## config.mk

```make
export PLATFORM = sky130hd
export DESIGN_NAME = fifo_wr_arbiter
export DESIGN_NICKNAME = d
export VERILOG_FILES = /design/src/rtl/fifo_wr_arbiter.sv
export SDC_FILE = /design/constraint.sdc
export NUM_CORES = 1
export LEC_CHECK = 0
export CORE_ASPECT_RATIO = 1.25
export CORE_MARGIN = 1
export CORE_UTILIZATION = 31
export DETAILED_ROUTE_END_ITERATION = 6
export PLACE_DENSITY = 0.65
export SLEW_MARGIN = 5
export SYNTH_ARGS = -nofsm -noshare
export SYNTH_HDL_FRONTEND = slang
export SYNTH_SLANG_ARGS = --single-unit
```

## constraint.sdc

```tcl
create_clock -name i_clk -period 2.9 [get_ports i_clk]
set_input_delay 0.87 -clock i_clk [delete_from_list [all_inputs] [get_ports i_clk]]
set_output_delay 0.87 -clock i_clk [all_outputs]
set_load 0.02 [all_outputs]
```

## src/rtl/fifo_wr_arbiter.sv

```systemverilog
// Round-robin, burst-locked arbiter sharing one async_fifo write port among NREQ requesters.
// The grant is held until the burst's last beat or MAXBURST beats, and handover to the next requester has no bubble.
module fifo_wr_arbiter #(
    parameter int NREQ     = 4,
    parameter int DSIZE    = 2,
    parameter int MAXBURST = 8
) (
    input  logic                   i_clk,
    input  logic                   i_rst_n,
    input  logic [NREQ-1:0]        i_valid,
    input  logic [NREQ*DSIZE-1:0]  i_data,
    input  logic [NREQ-1:0]        i_last,
    output logic [NREQ-1:0]        o_ready,
    output logic                   o_fifo_wr,
    output logic [DSIZE-1:0]       o_fifo_wdata,
    input  logic                   i_fifo_full,
    output logic [NREQ-1:0]        o_grant,
    output logic                   o_busy
);
    localparam int IW = (NREQ > 1) ? $clog2(NREQ) : 1;
    localparam int CW = $clog2(MAXBURST + 1);

    typedef enum logic {IDLE, BUSY} state_t;

    state_t          state_reg;
    logic [IW-1:0]   gnt_idx_reg;
    logic [IW-1:0]   rr_ptr_reg;
    logic [CW-1:0]   beat_cnt_reg;
    logic [NREQ-1:0] grant_reg;

    logic [DSIZE-1:0] data_arr [NREQ];
    logic [NREQ-1:0]  cand_vec;
    logic [IW-1:0]    search_base;
    logic [IW-1:0]    cand_idx;
    logic [IW-1:0]    pick_idx;
    logic             pick_found;
    logic             beat;
    logic             burst_end;
    logic             release_now;

    genvar gi;
    generate
        for (gi = 0; gi < NREQ; gi++) begin : g_req
            assign data_arr[gi] = i_data[gi*DSIZE +: DSIZE];
            assign o_ready[gi]  = beat && (gnt_idx_reg == IW'(gi));
        end
    endgenerate

    assign beat         = (state_reg == BUSY) && i_valid[gnt_idx_reg] && !i_fifo_full;
    assign burst_end    = i_last[gnt_idx_reg] || (beat_cnt_reg == CW'(MAXBURST - 1));
    assign release_now  = beat && burst_end;
    assign o_fifo_wr    = beat;
    assign o_fifo_wdata = (state_reg == BUSY) ? data_arr[gnt_idx_reg] : '0;
    assign o_grant      = grant_reg;
    assign o_busy       = (state_reg == BUSY);

    // While BUSY the pick is only used on a release edge, so the releasing requester is masked out
    // and the search starts just past it.
    always_comb begin
        search_base = (state_reg == BUSY) ? gnt_idx_reg : rr_ptr_reg;
        cand_vec    = i_valid;
        if (state_reg == BUSY) begin
            cand_vec[gnt_idx_reg] = 1'b0;
        end
        cand_idx   = '0;
        pick_idx   = '0;
        pick_found = 1'b0;
        for (int k = 1; k <= NREQ; k++) begin
            cand_idx = IW'((int'(search_base) + k) % NREQ);
            if (!pick_found && cand_vec[cand_idx]) begin
                pick_found = 1'b1;
                pick_idx   = cand_idx;
            end
        end
    end

    always_ff @(posedge i_clk or negedge i_rst_n) begin
        if (!i_rst_n) begin
            state_reg    <= IDLE;
            gnt_idx_reg  <= '0;
            rr_ptr_reg   <= IW'(NREQ - 1);
            beat_cnt_reg <= '0;
            grant_reg    <= '0;
        end else begin
            case (state_reg)
                IDLE: begin
                    if (pick_found) begin
                        state_reg    <= BUSY;
                        gnt_idx_reg  <= pick_idx;
                        grant_reg    <= NREQ'(1) << pick_idx;
                        beat_cnt_reg <= '0;
                    end
                end
                BUSY: begin
                    if (release_now) begin
                        rr_ptr_reg   <= gnt_idx_reg;
                        beat_cnt_reg <= '0;
                        if (pick_found) begin
                            gnt_idx_reg <= pick_idx;
                            grant_reg   <= NREQ'(1) << pick_idx;
                        end else begin
                            state_reg <= IDLE;
                            grant_reg <= '0;
                        end
                    end else if (beat) begin
                        beat_cnt_reg <= beat_cnt_reg + 1'b1;
                    end
                end
                default: state_reg <= IDLE;
            endcase
        end
    end
endmodule
```

==> results, run 1 <==
- The highest cell delay on the worst timing path is 440 ps.
- Buffers added to address setup during post-CTS repair amount to 0.
- The count of final max-slew check failures was 0.
- The tool flagged a number of max-cap violations equal to 0.
- The class of the worst hold path is reg -> reg.
- The routed layout has 1031 vias.
- In this run, the number of DRC markers left after iteration 0 of detailed routing was 18.
- The first detailed-routing pass ran for 4 iterations.
- The floorplan has 23 rows.
- From synthesis to final layout, the design area changed by 47.3%.
- The analysis attributes to cell leakage a power of 0.731 nW.
- For this run, design rule violations remaining after detail routing come to 0.
- The clock root buffer master is sky130_fd_sc_hd__clkbuf_8.
- Setup repair after global routing left no endpoint under its margin.
- The number of diodes added for antenna fixing is 0.
- Synthesis produced 116 cells.
- The count of buffer and inverter cells on the critical path is 2.
- The via count of the first global-routing pass came to 1089.
- The overall die height is 67.3 um.
- Setup violations remaining at the end of the flow were counted as 0.
- The start-to-end type of the worst setup path is in -> out.
- The minimum hold slack is 500 ps.
- Headroom to the max-slew limit came out at 59.8%.
- The floorplan step set the die width to 54.2 um.
- The yosys synthesis warning count is 0.
- The count of hold buffers inserted by post-cts repair is 0.
- The top-area cell type share of the netlist area is 26.0%.
- The maximum achievable frequency is 0.348 GHz.
- The register area share after synthesis is 31.0%.
- Port buffering added 30 buffers.
- The final routed wirelength across all metal layers is 2830 um.
- In this run the number of H-tree levels came out at 1.
- Leaving out fill and tap cells, the most frequent cells in the layout are 16 x sky130_fd_sc_hd__buf_4, 13 x sky130_fd_sc_hd__clkdlybuf4s50_1, 11 x sky130_fd_sc_hd__dfrtp_1.
- The average wire per standard cell is 14.6 um.
- The actual slew at the worst max-slew pin is 601 ps.
- The HPWL after detailed placement is 2170 um.
- The largest buffer count on any clock path is 2.
- Of all nets on the critical path, the largest fanout is 1.
- The slowest stage of the critical path is the sky130_fd_sc_hd__mux4_2 cell.
- STA puts the critical path data required time at 2030 ps.
- The core footprint is 3220 um2.
- The smallest clock period supported by the final layout is computed as 2870 ps.
- The share of the clock period used by the worst path after layout is 99.0%.
- The data arrival time at the worst-slack endpoint is 2000 ps.
- The clock reaches the later pin of the worst-skew pair after 250 ps.
- The first global-routing pass estimated 4890 um of wire.
- The biggest area contributor in the post-synthesis netlist is sky130_fd_sc_hd__dfrtp_1.
- The type of element launching the critical path is an input pin.
- The clock network is responsible for 12.1% of the overall power.
- The commonest non-fill, non-tap cell in the layout is sky130_fd_sc_hd__buf_4.
- Clock-pin slew was measured on the worst setup and hold paths at 60 ps.
- Combinational logic is responsible for 62.2% of the overall power.
- Using the TritonRoute via totals, the vias-per-cell ratio works out to 5.31.
- The aggregate global routing overflow is 0.
- The weighted congestion at the end of routability-driven global placement is 0.781.
- The share of power burned in registers is 25.7%.
- Dividing total power by cell area gives a power density of 871 nW/um2.
- Among cell families on the critical path, the largest total delay comes from buffers and inverters.
- The proportion of total power due to net switching is 40.2%.
- The die covers 3650 um2.
- The maximum number of pins on one net before global-route repair is 19.
- The internal portion of total power is 0.000812 W.
- The mapped netlist covers 1060 um2.
- Counting every net in the synthesized netlist gives 136.
- In this run the power spent charging and discharging nets is 0.000546 W.
- The critical path goes through clkdlybuf4s50_1 -> mux4_2 -> and2_4 -> buf_6.
- The initial core utilization is 32.8%.
- The count of pins on the block boundary is 31.
- The overall power after layout is 0.00136 W.
- The main flop type after synthesis is sky130_fd_sc_hd__dfrtp_1.
- The number of clock sinks is 13.
- Between clock sinks in the finished design, the worst skew comes to 5.05 ps.
- The share of cells above drive strength 1 is 28.0%.
- The global-route total usage across every layer is 18.5%.
- The number of nets in the finished design is 178.
- The count of nets left with antenna violations once routing finished came out at 0.
- The run finished with clean final reports.
- In this run, synthesis inferred 0 flip-flops with an integrated enable.
- The number of antenna violations at the first check in global routing is 0.
- TritonCTS built the clock tree.
- The TritonCTS buffer count is 3.
- After synthesis the netlist holds a flip-flop and latch count of 13.
- The worst slack after detailed placement is -708 ps.
- The mean instance size in the synthesized netlist is 9.11 um2.
- STA classifies the critical path endpoint as an output pin.
- The share of flip-flops with an asynchronous set or reset is 100%.
- The final setup slack of the worst path is 29.9 ps.
- IR analysis of the VDD net gives a maximum drop of 483 uV.
- The final-report hold violation count was 0.
- After synthesis, the cell types taking the most area are sky130_fd_sc_hd__dfrtp_1 26%, sky130_fd_sc_hd__mux2i_1 7.6%, sky130_fd_sc_hd__mux4_2 6.4%.
- The netlist uses 45 different library cells.
cell type report:
type	count	area [um2]
clock buffer	4	45.0
timing repair buffer	46	415
multi-input combinational	90	708
fill	327	1670
sequential	13	328
tap	37	46.3
inverter	4	15.0
power groups by stage:
stage | sequential (W) | combinational (W) | clock (W)
6_report | 0.000348 | 0.000845 | 0.000165
5_1_grt | 0.000359 | 0.000928 | 0.000172
4_1_cts | 0.000348 | 0.000854 | 0.000168
3_5_place_dp | 0.000349 | 0.000813 | 0
3_3_place_gp | 0.000344 | 0.000797 | 0
2_1_floorplan | 0.000349 | 0.000519 | 0
metrics by stage:
stage	util [%]	std cells	setup TNS, ps	cell area [um2]
floorplan	-	116	0	1060
global placement	45.7	190	-3610	1470
detailed placement	45.7	190	-3730	1470
CTS	48.0	194	0	1550
global route	48.3	194	0	1560
finish	48.3	194	0	1560
Yosys cell counts, types with 4 or more instances:
| master | number |
|---|---|
| sky130_fd_sc_hd__dfrtp_1 | 11 |
| sky130_fd_sc_hd__mux2_2 | 4 |
| sky130_fd_sc_hd__mux2i_1 | 8 |
| sky130_fd_sc_hd__nand2_1 | 10 |
| sky130_fd_sc_hd__nand2b_1 | 4 |
| sky130_fd_sc_hd__nor2_1 | 4 |
| sky130_fd_sc_hd__nor3b_1 | 4 |
| sky130_fd_sc_hd__o21ai_0 | 8 |
worst register-to-register path, cell delays in order, from the launching register on:
cell,delay (ps)
sky130_fd_sc_hd__dfrtp_1,370
sky130_fd_sc_hd__buf_4,160
sky130_fd_sc_hd__buf_4,230
sky130_fd_sc_hd__mux4_2,530
sky130_fd_sc_hd__a31oi_1,240
sky130_fd_sc_hd__o31a_1,190
sky130_fd_sc_hd__buf_4,120
sky130_fd_sc_hd__nand2_1,70
sky130_fd_sc_hd__or3_1,350
sky130_fd_sc_hd__o221ai_1,80
per-layer routing:
| layer | GRT usage [%] | part of all wire [%] |
|---|---|---|
| met1 | 23.5 | 44 |
| met2 | 31.4 | 50 |
| met3 | 1.80 | 3.5 |
| met4 | 6.73 | 1.7 |
| met5 | 0 | 0 |
logic make-up (layout without fill, tap and decap cells):
kind of cell	Yosys count	count (layout)	share of synthesized area, %
AO/OA/AOI/OAI	33	33	21.5
flip-flops	13	13	31.0
AND/OR/NAND/NOR	41	41	21.9
adder cells (fa/ha/maj)	1	1	1.18
multiplexers	15	15	18.2
buffers and inverters	13	54	6.15
path summary, 6_finish.rpt:
kind | startpoint | end | slack, ps | cells past startpoint
min in group asynchronous | i_rst_n | beat_cnt_reg[1] | 1000 | 1
max in group asynchronous | i_rst_n | gnt_idx_reg[0] | 1510 | 1
max | i_data[3] | o_fifo_wdata[1] | 30 | 4
max reg2reg | gnt_idx_reg[0] | beat_cnt_reg[3] | 490 | 9
min reg2reg | o_grant[2] | o_grant[2] | 500 | 1
min | o_grant[2] | o_grant[2] | 500 | 1
what timing repair did:
action	in CTS	in global routing
cloned	0	0
setup endpoints to repair	7	5
gates resized for setup	47	8
Note: power is estimated with default switching activity, not from simulation.
==> run 2, diff against run 1 <==
--- a/config.mk
+++ b/config.mk
@@ -10,7 +10,7 @@
 export CORE_UTILIZATION = 31
 export DETAILED_ROUTE_END_ITERATION = 6
 export PLACE_DENSITY = 0.65
-export SLEW_MARGIN = 5
+export SLEW_MARGIN = 20
 export SYNTH_ARGS = -nofsm -noshare
 export SYNTH_HDL_FRONTEND = slang
 export SYNTH_SLANG_ARGS = --single-unit
==> results of run 2 <==
Final layout, timing and power as in run 1 (identical DEF).
==> run 3, diff against run 2 <==
--- a/config.mk
+++ b/config.mk
@@ -6,10 +6,10 @@
 export NUM_CORES = 1
 export LEC_CHECK = 0
 export CORE_ASPECT_RATIO = 1.25
-export CORE_MARGIN = 1
+export CORE_MARGIN = 2
 export CORE_UTILIZATION = 31
 export DETAILED_ROUTE_END_ITERATION = 6
-export PLACE_DENSITY = 0.65
+export PLACE_DENSITY = 0.62
 export SLEW_MARGIN = 20
 export SYNTH_ARGS = -nofsm -noshare
 export SYNTH_HDL_FRONTEND = slang
==> results, run 3 (same netlist as run 1, synthesis figures left out) <==
- The fraction of power consumed by combinational cells came to 61.7% (-0.5 points).
- The reg-to-reg startpoint is gnt_idx_reg[0].
- The overall die height is 69.3 um (+3.0%).
- The path depth of the worst reg2reg path came to 8 (-1).
- The maximum achievable frequency was 0.349 GHz (+0.11%).
- The remaining design rule violation count came to 0 (unchanged).
- The share of power burned in registers is 26.2% (+0.5 points).
- The number of input and output port buffers inserted came to 30 (unchanged).
- The static leakage was 0.695 nW (-5.0%).
- The highest cell delay on the worst timing path is 450 ps (about the same).
- The count of final max-slew check failures is 0 (unchanged).
- The count of pins on the block boundary is 31 (unchanged).
- The time the worst path needs with I/O delays and setup came to 2870 ps (-3.04 ps).
- The CTS clock-pin slew for the worst setup and hold paths is 60 ps (about the same).
- The worst-path cell with the longest stage delay is sky130_fd_sc_hd__mux4_2.
- The largest fanout on the critical path is 1 (unchanged).
- The required time of the worst setup path was 2030 ps (about the same).
- The class of the worst hold path is reg -> reg.
- Clock tree synthesis selected as its root buffer the cell sky130_fd_sc_hd__clkbuf_8.
- The die area is 3900 um2 (+6.8%).
- The max-slew headroom at the worst pin came to 61.5% (+1.7 points).
- The data arrival time at the worst-slack endpoint is 2000 ps (about the same).
- The weighted congestion at the end of routability-driven global placement is 0.789 (+1.0%).
- The floorplan row count is 23 (unchanged).
- The average wire per standard cell came to 15.0 um (+2.6%).
- The post-route cell area came to 1550 um2 (-0.80%).
- The net switching component of the power is 0.000543 W (-0.42%).
- The terminus of the critical flop-to-flop path is beat_cnt_reg[3].
- The per-cell via count in the routed design is 5.34 (+0.55%).
- The starting DRC count in detailed routing is 19 (+1).
- The initial core utilization is 32.8% (unchanged).
- The proportion of total power due to net switching came to 39.8% (-0.40 points).
- STA classifies the critical path startpoint as an input pin.
- The number of antenna violations at the first check in global routing is 0 (unchanged).
- The timing endpoint of the critical path is o_fifo_wdata[1].
- The final routed wirelength across all metal layers is 2920 um (+3.1%).
- The final number of setup-violating endpoints was 0 (unchanged).
- The post-detailed-route count of antenna-violating nets is 0 (unchanged).
- The number of iterations in the first detailed-routing pass is 4 (unchanged).
- In the layout the commonest cells are 17 x sky130_fd_sc_hd__clkdlybuf4s50_1, 17 x sky130_fd_sc_hd__buf_4, 11 x sky130_fd_sc_hd__dfrtp_1.
- The clock skew after layout was 1.10 ps (-3.95 ps).
- The critical path goes through clkdlybuf4s50_1 -> mux4_2 -> and2_4 -> buf_6.
- The post-detailed-placement cell area is 1480 um2 (+0.51%).
- TritonCTS built the clock tree.
- The portion of total power attributed to the clock network is 12.1% (about the same).
- The launching element of the worst setup path is i_data[5].
- The count of hold buffers inserted by post-cts repair is 0 (unchanged).
- The share of cells above drive strength 1 came to 28.5% (+0.46 points).
- The post-DP HPWL came to 2260 um (+4.0%).
- The worst setup path is captured at an output pin.
- The via count is 1042 (+1.1%).
- The overall power after layout was 0.00137 W (+0.57%).
- The global-route total usage across every layer came to 15.9% (-2.5 points).
- The internal portion of total power is 0.000822 W (+1.2%).
- The TritonCTS buffer count is 3 (unchanged).
- The H-tree depth reported by CTS is 1 (unchanged).
- The number of diodes added for antenna fixing is 0 (unchanged).
- The final-report hold violation count is 0 (unchanged).
- The number of violations of the max-capacitance limit is 0 (unchanged).
- The slack of the worst reg-to-reg path was 530 ps (+40 ps).
- The actual slew at the worst max-slew pin is 576 ps (-25.1 ps).
- The largest buffer count on any clock path is 2 (unchanged).
- The worst supply voltage drop on vdd came to 468 uV (-3.2%).
- The wire length of the first global-routing pass is 5090 um (+4.2%).
- The number of nets in the finished design is 179 (+0.56%).
- Setup repair after global routing left no endpoint under its margin.
- The start-to-end type of the worst setup path is in -> out.
- The area growth from synthesis to layout is 46.2%.
- The run finished with clean final reports.
- The core footprint came to 3220 um2 (unchanged).
- The number of clock sinks is 13 (unchanged).
- The clock latency on the worst-skew pair is 250 ps (about the same).
- The share of the clock period used by the worst path after layout was 98.9% (-0.10 points).
- The ratio of total power to cell area is 883 nW/um2 (+1.4%).
- The maximum number of pins on one net before global-route repair was 19 (unchanged).
- The aggregate global routing overflow was 0 (unchanged).
- The die extent in x came to 56.2 um (+3.7%).
- The number of post-CTS setup repair buffers is 0 (unchanged).
- The via count of the first global-routing pass is 1102 (+1.2%).
==> run 3: layout make-up <==
class / count / area (um2)
Clock buffer: 4 / 45.0
Tap cell: 37 / 46.3
Inverter: 4 / 15.0
Timing Repair Buffer: 47 / 412
Sequential cell: 13 / 328
Fill cell: 307 / 1680
Multi-Input combinational cell: 90 / 699
==> run 3: worst max-delay path, delay by kind of cell <==
kind | cells | cell delay, ps
buf+inv | 2 | 510
mux | 1 | 450
simple gates | 1 | 170
==> run 3: worst min-delay path by stage <==
stage                     from              end  slack [ps]  cells past startpoint
6_report            o_grant[1]       o_grant[1]         500                      1
4_1_cts             o_grant[0]       o_grant[0]         500                      1
3_3_place_gp        o_grant[0]       o_grant[0]         480                      1
3_5_place_dp        o_grant[0]       o_grant[0]         480                      1
5_1_grt             o_grant[1]       o_grant[1]         520                      1
2_1_floorplan  beat_cnt_reg[0]  beat_cnt_reg[0]         480                      1
==> run 3: power groups by stage <==
stage,clock network (W),logic [W],registers [W]
finish,0.000165,0.000842,0.000358
global route,0.000175,0.000916,0.000375
CTS,0.000166,0.000827,0.000360
detailed placement,0,0.000821,0.000358
global placement,0,0.000803,0.000358
floorplan,0,0.000519,0.000349
==> run 3: timing repair <==
action,CTS,global route
cloned,0,0
pin swaps,0,0
resized for setup,41,7
setup endpoints to repair,7,3
==> run 3: stage by stage <==
step / worst slack, ps / hold slack (ps) / cells / setup TNS [ps] / utilization [%]
4_1_cts: 2.24 / 500 / 195 / 0 / 47.6
6_report: 32.9 / 496 / 195 / 0 / 47.9
3_5_place_dp: -713 / 480 / 191 / -3700 / 46.0
3_3_place_gp: -685 / 478 / 191 / -3430 / 46.0
5_1_grt: 1.28 / 517 / 195 / 0 / 47.9
2_1_floorplan: 79.6 / 479 / 116 / 0 / -
==> run 3: routing by layer <==
metal	share of wire (%)	track usage, %
met2	53	27.7
met3	3.9	1.68
met4	1.6	5.56
met5	0	0
met1	41	20.2
